$ cat src/rtl/io_defs.sv
// Shared IO map constants for the core IO port: word-select bits, status bit
// positions and TX FSM state encodings.
package io_defs;

    localparam int unsigned IO_LED_BIT         = 0;
    localparam int unsigned IO_UART_DATA_BIT   = 1;
    localparam int unsigned IO_UART_STATUS_BIT = 2;

    localparam int unsigned ST_OVF  = 10;
    localparam int unsigned ST_FULL = 9;
    localparam int unsigned ST_BUSY = 8;

    typedef enum logic [1:0] {
        TX_IDLE  = 2'd0,
        TX_START = 2'd1,
        TX_DATA  = 2'd2,
        TX_STOP  = 2'd3
    } tx_state_t;

    function automatic logic [31:0] status_word(input logic ovf, input logic full,
                                                input logic busy, input logic [3:0] count);
        logic [31:0] w;
        w          = '0;
        w[ST_OVF]  = ovf;
        w[ST_FULL] = full;
        w[ST_BUSY] = busy;
        w[3:0]     = count;
        return w;
    endfunction

endpackage

$ cat src/rtl/sync_fifo.sv
// Single-clock FIFO with show-ahead output; pointers carry an extra wrap bit
// so full and empty are distinguished without a separate counter.
module sync_fifo #(
    parameter int unsigned WIDTH = 8,
    parameter int unsigned DEPTH = 8
) (
    input  logic                     clk,
    input  logic                     resetn,
    input  logic                     push,
    input  logic                     pop,
    input  logic [WIDTH-1:0]         din,
    output logic [WIDTH-1:0]         dout,
    output logic                     full,
    output logic                     empty,
    output logic [$clog2(DEPTH):0]   count
);

    localparam int unsigned AW = $clog2(DEPTH);

    logic [WIDTH-1:0] mem [DEPTH];
    logic [AW:0]      wptr;
    logic [AW:0]      rptr;
    logic             do_push;
    logic             do_pop;

    // Flags come from registered pointers, so a push while full is refused
    // even when a pop happens on the same edge.
    assign do_push = push && !full;
    assign do_pop  = pop && !empty;

    always_ff @(posedge clk or negedge resetn) begin
        if (!resetn) begin
            wptr <= '0;
            rptr <= '0;
        end else begin
            if (do_push) wptr <= wptr + {{AW{1'b0}}, 1'b1};
            if (do_pop)  rptr <= rptr + {{AW{1'b0}}, 1'b1};
        end
    end

    always_ff @(posedge clk) begin
        if (do_push) mem[wptr[AW-1:0]] <= din;
    end

    assign dout  = mem[rptr[AW-1:0]];
    assign count = wptr - rptr;
    assign empty = (wptr == rptr);
    assign full  = (count == (AW+1)'(DEPTH));

endmodule

$ cat src/rtl/io_uart_bridge.sv
// IO slave for the core IO port: LED register, buffered 8N1 UART transmitter
// and a combinational status word for FIFO-space polling.
module io_uart_bridge
    import io_defs::*;
#(
    parameter int unsigned CLK_FREQ_HZ = 10000000,
    parameter int unsigned BAUD_RATE   = 1000000,
    parameter int unsigned FIFO_DEPTH  = 8
) (
    input  logic        clk,
    input  logic        resetn,
    input  logic [31:0] IO_mem_addr,
    input  logic [31:0] IO_mem_wdata,
    input  logic        IO_mem_wr,
    output logic [31:0] IO_mem_rdata,
    output logic [5:0]  LEDS,
    output logic        UART_TX
);

    localparam int unsigned DIV = CLK_FREQ_HZ / BAUD_RATE;
    localparam int unsigned CW  = $clog2(DIV);
    localparam logic [CW-1:0] BAUD_LOAD = CW'(DIV - 1);
    localparam logic [CW-1:0] BAUD_ONE  = CW'(1);

    logic [2:0]  sel;
    logic        led_we;
    logic        data_we;
    logic        stat_we;
    logic        unused_bits;

    logic [7:0]  fifo_dout;
    logic        fifo_full;
    logic        fifo_empty;
    logic        fifo_pop;
    logic [$clog2(FIFO_DEPTH):0] fifo_count;

    logic        ovf;
    logic        busy;
    logic [31:0] count_wide;
    logic [3:0]  count_disp;

    tx_state_t   state, state_n;
    logic [CW-1:0] baud_cnt, baud_cnt_n;
    logic [2:0]  bit_idx, bit_idx_n;
    logic [7:0]  shift, shift_n;
    logic        tx_n;

    assign sel     = IO_mem_addr[4:2];
    assign led_we  = IO_mem_wr && sel[IO_LED_BIT];
    assign data_we = IO_mem_wr && sel[IO_UART_DATA_BIT];
    assign stat_we = IO_mem_wr && sel[IO_UART_STATUS_BIT];
    assign unused_bits = ^{IO_mem_addr[31:5], IO_mem_addr[1:0],
                           IO_mem_wdata[31:11], IO_mem_wdata[9:8]};

    sync_fifo #(
        .WIDTH (8),
        .DEPTH (FIFO_DEPTH)
    ) u_tx_fifo (
        .clk    (clk),
        .resetn (resetn),
        .push   (data_we),
        .pop    (fifo_pop),
        .din    (IO_mem_wdata[7:0]),
        .dout   (fifo_dout),
        .full   (fifo_full),
        .empty  (fifo_empty),
        .count  (fifo_count)
    );

    always_ff @(posedge clk or negedge resetn) begin
        if (!resetn) begin
            LEDS <= '0;
            ovf  <= 1'b0;
        end else begin
            if (led_we) LEDS <= IO_mem_wdata[5:0];
            if (stat_we && IO_mem_wdata[ST_OVF]) ovf <= 1'b0;
            if (data_we && fifo_full) ovf <= 1'b1;
        end
    end

    always_ff @(posedge clk or negedge resetn) begin
        if (!resetn) begin
            state    <= TX_IDLE;
            baud_cnt <= BAUD_LOAD;
            bit_idx  <= '0;
            shift    <= '0;
            UART_TX  <= 1'b1;
        end else begin
            state    <= state_n;
            baud_cnt <= baud_cnt_n;
            bit_idx  <= bit_idx_n;
            shift    <= shift_n;
            UART_TX  <= tx_n;
        end
    end

    always_comb begin
        state_n    = state;
        baud_cnt_n = baud_cnt;
        bit_idx_n  = bit_idx;
        shift_n    = shift;
        tx_n       = UART_TX;
        fifo_pop   = 1'b0;
        case (state)
            TX_IDLE: begin
                if (!fifo_empty) begin
                    fifo_pop   = 1'b1;
                    shift_n    = fifo_dout;
                    tx_n       = 1'b0;
                    state_n    = TX_START;
                    baud_cnt_n = BAUD_LOAD;
                end
            end
            TX_START: begin
                if (baud_cnt == '0) begin
                    state_n    = TX_DATA;
                    bit_idx_n  = '0;
                    tx_n       = shift[0];
                    baud_cnt_n = BAUD_LOAD;
                end else begin
                    baud_cnt_n = baud_cnt - BAUD_ONE;
                end
            end
            TX_DATA: begin
                if (baud_cnt == '0) begin
                    baud_cnt_n = BAUD_LOAD;
                    if (bit_idx == 3'd7) begin
                        state_n = TX_STOP;
                        tx_n    = 1'b1;
                    end else begin
                        // The registered line takes the bit that becomes shift[0].
                        shift_n   = shift >> 1;
                        bit_idx_n = bit_idx + 3'd1;
                        tx_n      = shift[1];
                    end
                end else begin
                    baud_cnt_n = baud_cnt - BAUD_ONE;
                end
            end
            TX_STOP: begin
                if (baud_cnt == '0) begin
                    baud_cnt_n = BAUD_LOAD;
                    if (!fifo_empty) begin
                        fifo_pop = 1'b1;
                        shift_n  = fifo_dout;
                        tx_n     = 1'b0;
                        state_n  = TX_START;
                    end else begin
                        tx_n    = 1'b1;
                        state_n = TX_IDLE;
                    end
                end else begin
                    baud_cnt_n = baud_cnt - BAUD_ONE;
                end
            end
            default: begin
                state_n = TX_IDLE;
                tx_n    = 1'b1;
            end
        endcase
    end

    assign busy       = (state != TX_IDLE) || !fifo_empty;
    assign count_wide = 32'(fifo_count);
    assign count_disp = (count_wide > 32'd15) ? 4'hF : count_wide[3:0];

    assign IO_mem_rdata = sel[IO_UART_STATUS_BIT]
                        ? status_word(ovf, fifo_full, busy, count_disp)
                        : '0;

endmodule

$ cat config.mk
export PLATFORM = sky130hd
export DESIGN_NAME = io_uart_bridge
export DESIGN_NICKNAME = d
export VERILOG_FILES = /design/src/rtl/io_defs.sv /design/src/rtl/sync_fifo.sv /design/src/rtl/io_uart_bridge.sv
export SDC_FILE = /design/constraint.sdc
export NUM_CORES = 1
export LEC_CHECK = 0
export BUFFER_PORTS_ARGS = -buffer_cell sky130_fd_sc_hd__buf_4
export CELL_PAD_IN_SITES_DETAIL_PLACEMENT = 0
export CELL_PAD_IN_SITES_GLOBAL_PLACEMENT = 2
export CORE_UTILIZATION = 37
export CTS_CLUSTER_DIAMETER = 60
export CTS_CLUSTER_SIZE = 10
export DETAILED_ROUTE_END_ITERATION = 16
export GPL_ROUTABILITY_DRIVEN = 0
export PLACE_DENSITY_LB_ADDON = 0.25
export SYNTH_ARGS = -nofsm -noshare
export SYNTH_HDL_FRONTEND = slang
export SYNTH_SLANG_ARGS = --single-unit
$ cat constraint.sdc
create_clock -name clk -period 4.7 [get_ports clk]
set_clock_uncertainty 0.2 [all_clocks]
set_input_delay 0.47 -clock clk [delete_from_list [all_inputs] [get_ports clk]]
set_output_delay 0.47 -clock clk [all_outputs]
set_load 0.01 [all_outputs]
### After elaboration in Yosys (flattened, before gate mapping)

Memories as Yosys holds them, arrays and structs flattened.
Index checks and enable logic that the tools add are counted.

* register bits: 33
* input bits: 67
* output and inout port bits: 39
* memory bits (writable): 64
* memories: 1

* equal/unequal tests: 12
* mux-type cells: 35
* add/sub/neg operators: 5
* $lt $le $gt $ge: 1
* reductions and logical operators: 21

Memory list
* u_tx_fifo.mem: words 8, width 8, rd ports 1, clocked after memory_dff 0, wr ports 1, line sync_fifo.sv:20 `logic [WIDTH-1:0] mem [DEPTH];`

Operators by type and width (number)
* 2-to-1 mux 8 bit: 4
* one-hot mux 8 bit (3 select lines): 1
* 2-to-1 mux 1 bit: 13
* 2-to-1 mux 4 bit: 3
* inequality test 2 bit (second input constant): 6
* AND reduction 4 bit: 3
* 2-to-1 mux 11 bit: 1
* 2-to-1 mux 2 bit: 5
* 2-to-1 mux 3 bit: 3
* adder 4 x 1 -> 4 bit (second input constant): 2
* one-hot mux 2 bit (4 select lines): 1
* one-hot mux 4 bit (2 select lines): 1
* logical AND 1 bit: 7
* one-hot mux 3 bit (2 select lines): 1
* nonzero test 2 bit: 3
* AND reduction 5 bit: 1
* == test 2 bit (second input constant): 2
* == test 4 bit: 1
* == test 4 bit (second input constant): 1
* > comparator 4 bit (second input constant): 1
* zero test 4 bit: 1
* one-hot mux 1 bit (4 select lines): 1
* subtractor 4 x 1 -> 4 bit (second input constant): 1
* subtractor 4 bit: 1
* other kinds (9): 10

### Logic depth before layout (Yosys ltp)

* depth in word-level cells: 6
* depth in mapped cells: 9
* mapped depth without buffers: 8

### Modules after synthesis

Synthesis repeated with hierarchy kept, for this count alone.

* cell total of the unflattened synthesis: 319
* area, all modules: 4624.4 µm²

Modules (own cells, without submodules)
* sync_fifo: times used 1, area each 3029.2 µm², cells an instance 172, seq. area each 2122.0 µm²
* io_uart_bridge: times used 1, area each 1595.3 µm², cells an instance 147, seq. area each 629.4 µm²

### Worst setup path before layout

Ideal clock, no wire load.

* path kind: register to register
* start: register u_tx_fifo.rptr[2]
* end: memory u_tx_fifo.mem[0][0] (enable)
* required time: 4.105 ns
* setup slack: 1.305 ns
* arrival time: 2.800 ns
* buffers on the path: 2
* cell stages (with the launch flop): 9
* cell sequence: dfrtp_1 -> clkbuf_1 -> clkbuf_1 -> inv_1 -> ha_1 -> a21oi_1 -> and3_1 -> o31ai_4 -> nor4_1

* cells in the longest elaborated chain, start to end: 6

Ends and longest elaborated chain
* start: declaration: line sync_fifo.sv:22 `logic [AW:0] rptr;`
* start signal: assignment: line sync_fifo.sv:37 `if (do_pop) rptr <= rptr + {{AW{1'b0}}, 1'b1};`
* subtractor 4 bit: line sync_fifo.sv:46 `assign count = wptr - rptr;`
* == test 4 bit: line sync_fifo.sv:48 `assign full = (count == (AW+1)'(DEPTH));`
* zero test 1 bit: line sync_fifo.sv:28 `assign do_push = push && !full;`
* logical AND 1 bit: line sync_fifo.sv:28
* 2-to-1 mux 1 bit: line sync_fifo.sv:42 `if (do_push) mem[wptr[AW-1:0]] <= din;`
* 2-to-1 mux 1 bit (not written as such): line sync_fifo.sv:42
* end: declaration: line sync_fifo.sv:20

Every way passes these cells.

### Worst setup path after layout

* start: register u_tx_fifo.rptr[0]
* end: output port IO_mem_rdata[9]

* cells in the longest elaborated chain, start to end: 3

Ends and longest elaborated chain
* subtractor 4 bit: line sync_fifo.sv:46
* == test 4 bit: line sync_fifo.sv:48
* 2-to-1 mux 11 bit: line io_uart_bridge.sv:168 `? status_word(ovf, fifo_full, busy, count_disp)`
* end: declaration: line io_uart_bridge.sv:15 `output logic [31:0] IO_mem_rdata,`

Every way passes these cells.

==> results.cfg <==
[outcome]
status = complete, no violations

[global_routing]
grt_pass1_vias = 2468
overflow = 0
grt_max_degree = 34
antenna_found_initial = 0
grt_first_pass_wirelength_mm = 13.39
grt_usage_pct = 14.12

[synthesis]
synthArstFlopShare_pct = 34.02
synth_cells = 303
ys_ff_latch = 97
ys_seq_area_share_pct = 60.70
syn_avg_cell_area_um2 = 14.96
synth_flop_cell = edfxtp_1
synth-warning-count = 0
synth_area_um2 = 4533
synth-edff-count = 64
yosysUniqueCellTypes = 51

[clock_network]
path_clk_slew_ns = 0.07
h-tree-depth = 3
clk-insertion-delay-late_ns = 0.34
cts_buffer_depth = 2
cts_made_buffers = 9
root_buffer = clkbuf_16
clock_sinks = 97
cts_tree = built

[setup_path]
crit_fanout = 20
worst_path_largest_cell_delay_ns = 0.42
endpoint_kind = primary output
cp_top_family = simple AND/OR/NAND/NOR gates
path_buf_inv = 3
worstPathArrival_ns = 2.60
cp_slowest_cell = nor3b_1
crit_chain = buf_4 -> ha_1 -> inv_1 -> fa_1 -> xor2_1 -> nor3b_1 -> and3_1 -> buf_4
critPathMostFrequentCell = buf_4
path_class = register to primary output
cp-start-kind = register
cp.required_ns = 4.03

[final_layout]
final_nets = 423
drive_gt1_share_pct = 25.65
final_cell_mix = 64 x edfxtp_1, 38 x buf_4, 30 x dfrtp_1
antennaDiodeCount = 0
mostFrequentLayoutCell = edfxtp_1
area_growth_pct = 14.33

[sta]
grt_setup_unrepaired = false
layout_setup_ws_ns = 1.426
hold_ws_ns = 0.1611
slew_headroom_pct = 54.46
fmax_mhz = 305.4
tightestPinTransition_ns = 0.6807
layout_min_cycle_time_ns = 3.274
final_hold_viol_count = 0
period_share_pct = 69.66
finalSetupViolations = 0
slew_violations = 0
setup_tns_ns = 0

[power]
ir_drop_v = 0.0002436
p_per_area_nw_per_um2 = 624.6
power.total_mw = 3.237
leakage_nw = 2.080

[placed_design]
dp.final_hpwl_mm = 5.310
io_buffers = 28
place_ws_ns = 1.517

[detailed_routing]
wl_per_cell_um = 16.51
dr.pass1.iters = 5
routed_via_density = 5.036
drt_iter0_drc = 115
drtAntennaViolNets = 0
vias = 2488
finalWirelength_mm = 8.158
drc = 0

[run]
drv_cap = 0

[worst_hold_path]
hold_class = primary input to register

[floorplanning]
die_x_um = 112.7
io_pins = 106
initial_utilization_pct = 37.90
num_rows = 40
core_um2 = 11960
dieArea_um2 = 12700
die_y_um = 112.7
-- logic make-up after synthesis --
family / share of synthesized area (%)
flops: 60.70
xor+xnor: 1.546
fa+ha+maj: 4.030
buf+inv: 6.100
compound gates: 5.051
mux: 15.35
simple gates: 7.149
other cells: 0.08272
-- registers in the layout, summed over array words and instances (netlist names) --
name	count
UART_TX	1
shift	8
baud_cnt	4
u_tx_fifo.mem	64
LEDS	6
u_tx_fifo.rptr	4
ovf	1
u_tx_fifo.wptr	4
state	2
bit_idx	3
-- through the flow --
| step | cell area [µm²] | std cells | util, % |
|---|---|---|---|
| 6_report | 5182 | 494 | 43.33 |
| 5_1_grt | 5182 | 494 | 43.33 |
| 4_1_cts | 5182 | 494 | 43.33 |
| 3_5_place_dp | 4865 | 477 | 40.67 |
| 3_3_place_gp | 4865 | 477 | 40.67 |
| 2_1_floorplan | 4623 | 327 | - |
-- synth_stat cells (all sizes together), types with 2 or more instances --
| cell | number | area, µm² |
|---|---|---|
| xnor2 | 6 | 52.55 |
| ha | 13 | 162.7 |
| inv | 13 | 48.79 |
| mux4 | 16 | 360.4 |
| nor2 | 5 | 18.77 |
| o41ai | 2 | 17.52 |
| buf | 28 | 201.4 |
| xor2 | 2 | 17.52 |
| edfxtp | 64 | 1922 |
| and3 | 3 | 18.77 |
| mux2i | 23 | 230.2 |
| o21ai | 5 | 25.02 |
| nor4 | 8 | 50.05 |
| o311ai | 2 | 17.52 |
| a21oi | 5 | 25.02 |
| nor3b | 2 | 20.02 |
| nand4 | 2 | 12.51 |
| o22ai | 2 | 12.51 |
| nor3 | 3 | 15.01 |
| mux2 | 9 | 105.1 |
| or3b | 2 | 20.02 |
| or2 | 2 | 12.51 |
| dfrtp | 30 | 750.7 |
| nor2b | 2 | 12.51 |
| clkbuf | 7 | 26.28 |
| and2 | 5 | 32.53 |
| dfstp | 3 | 78.83 |
| nor4b | 2 | 17.52 |
| nand3 | 5 | 25.02 |
| a211oi | 3 | 22.52 |
| nand2 | 13 | 48.80 |
| a22o | 4 | 35.03 |
-- final cells by class --
cell class                 instances  area [µm²]
fill                            1086        6779
sequential                        97        2751
multi-input combinational        182        1595
timing repair buffer              39       295.3
clock buffer                       9       225.2
tap                              147       183.9
clock inverter                     7       82.58
inverter                          13       48.80
-- routing by layer --
metal  up-vias  wire (µm)  GRT usage [%]
met1      1246       3907          19.45
met2        54       3903          21.81
li1       1180          -              -
met5         -          0              0
met4         0         84          5.067
met3         8        263          3.402
-- path summary, 6_finish.rpt --
| path | start | endpoint | slack [ns] | cells past startpoint |
|---|---|---|---|---|
| setup / recovery | u_tx_fifo.rptr[0]$_DFFE_PN0P_ | IO_mem_rdata[9] | 1.43 | 8 |
| hold / removal | IO_mem_wdata[7] | u_tx_fifo.mem[4][7]$_DFFE_PP_ | 0.16 | 1 |
| setup reg to reg | u_tx_fifo.rptr[0]$_DFFE_PN0P_ | u_tx_fifo.mem[5][6]$_DFFE_PP_ | 1.54 | 9 |
| hold reg to reg | UART_TX$_DFFE_PN1P_ | UART_TX$_DFFE_PN1P_ | 0.30 | 2 |
| max in group asynchronous | resetn | baud_cnt[3]$_DFFE_PN1N_ | 3.53 | 2 |
| min in group asynchronous | resetn | state[1]$_DFFE_PN0P_ | 0.42 | 2 |
-- where the power goes --
group / internal (mW) / switching [mW]
clock: 0.423 / 0.333
combinational: 0.606 / 0.670
sequential: 1.09 / 0.115
-- what timing repair did --
| item | CTS | global route |
|---|---|---|
| resized for setup | 0 | 0 |
| hold endpoints to repair | 30 | 0 |
| buffers inserted | 0 | 0 |
| hold buffers | 1 | 0 |
No activity file was read; power rests on OpenSTA's default activity.
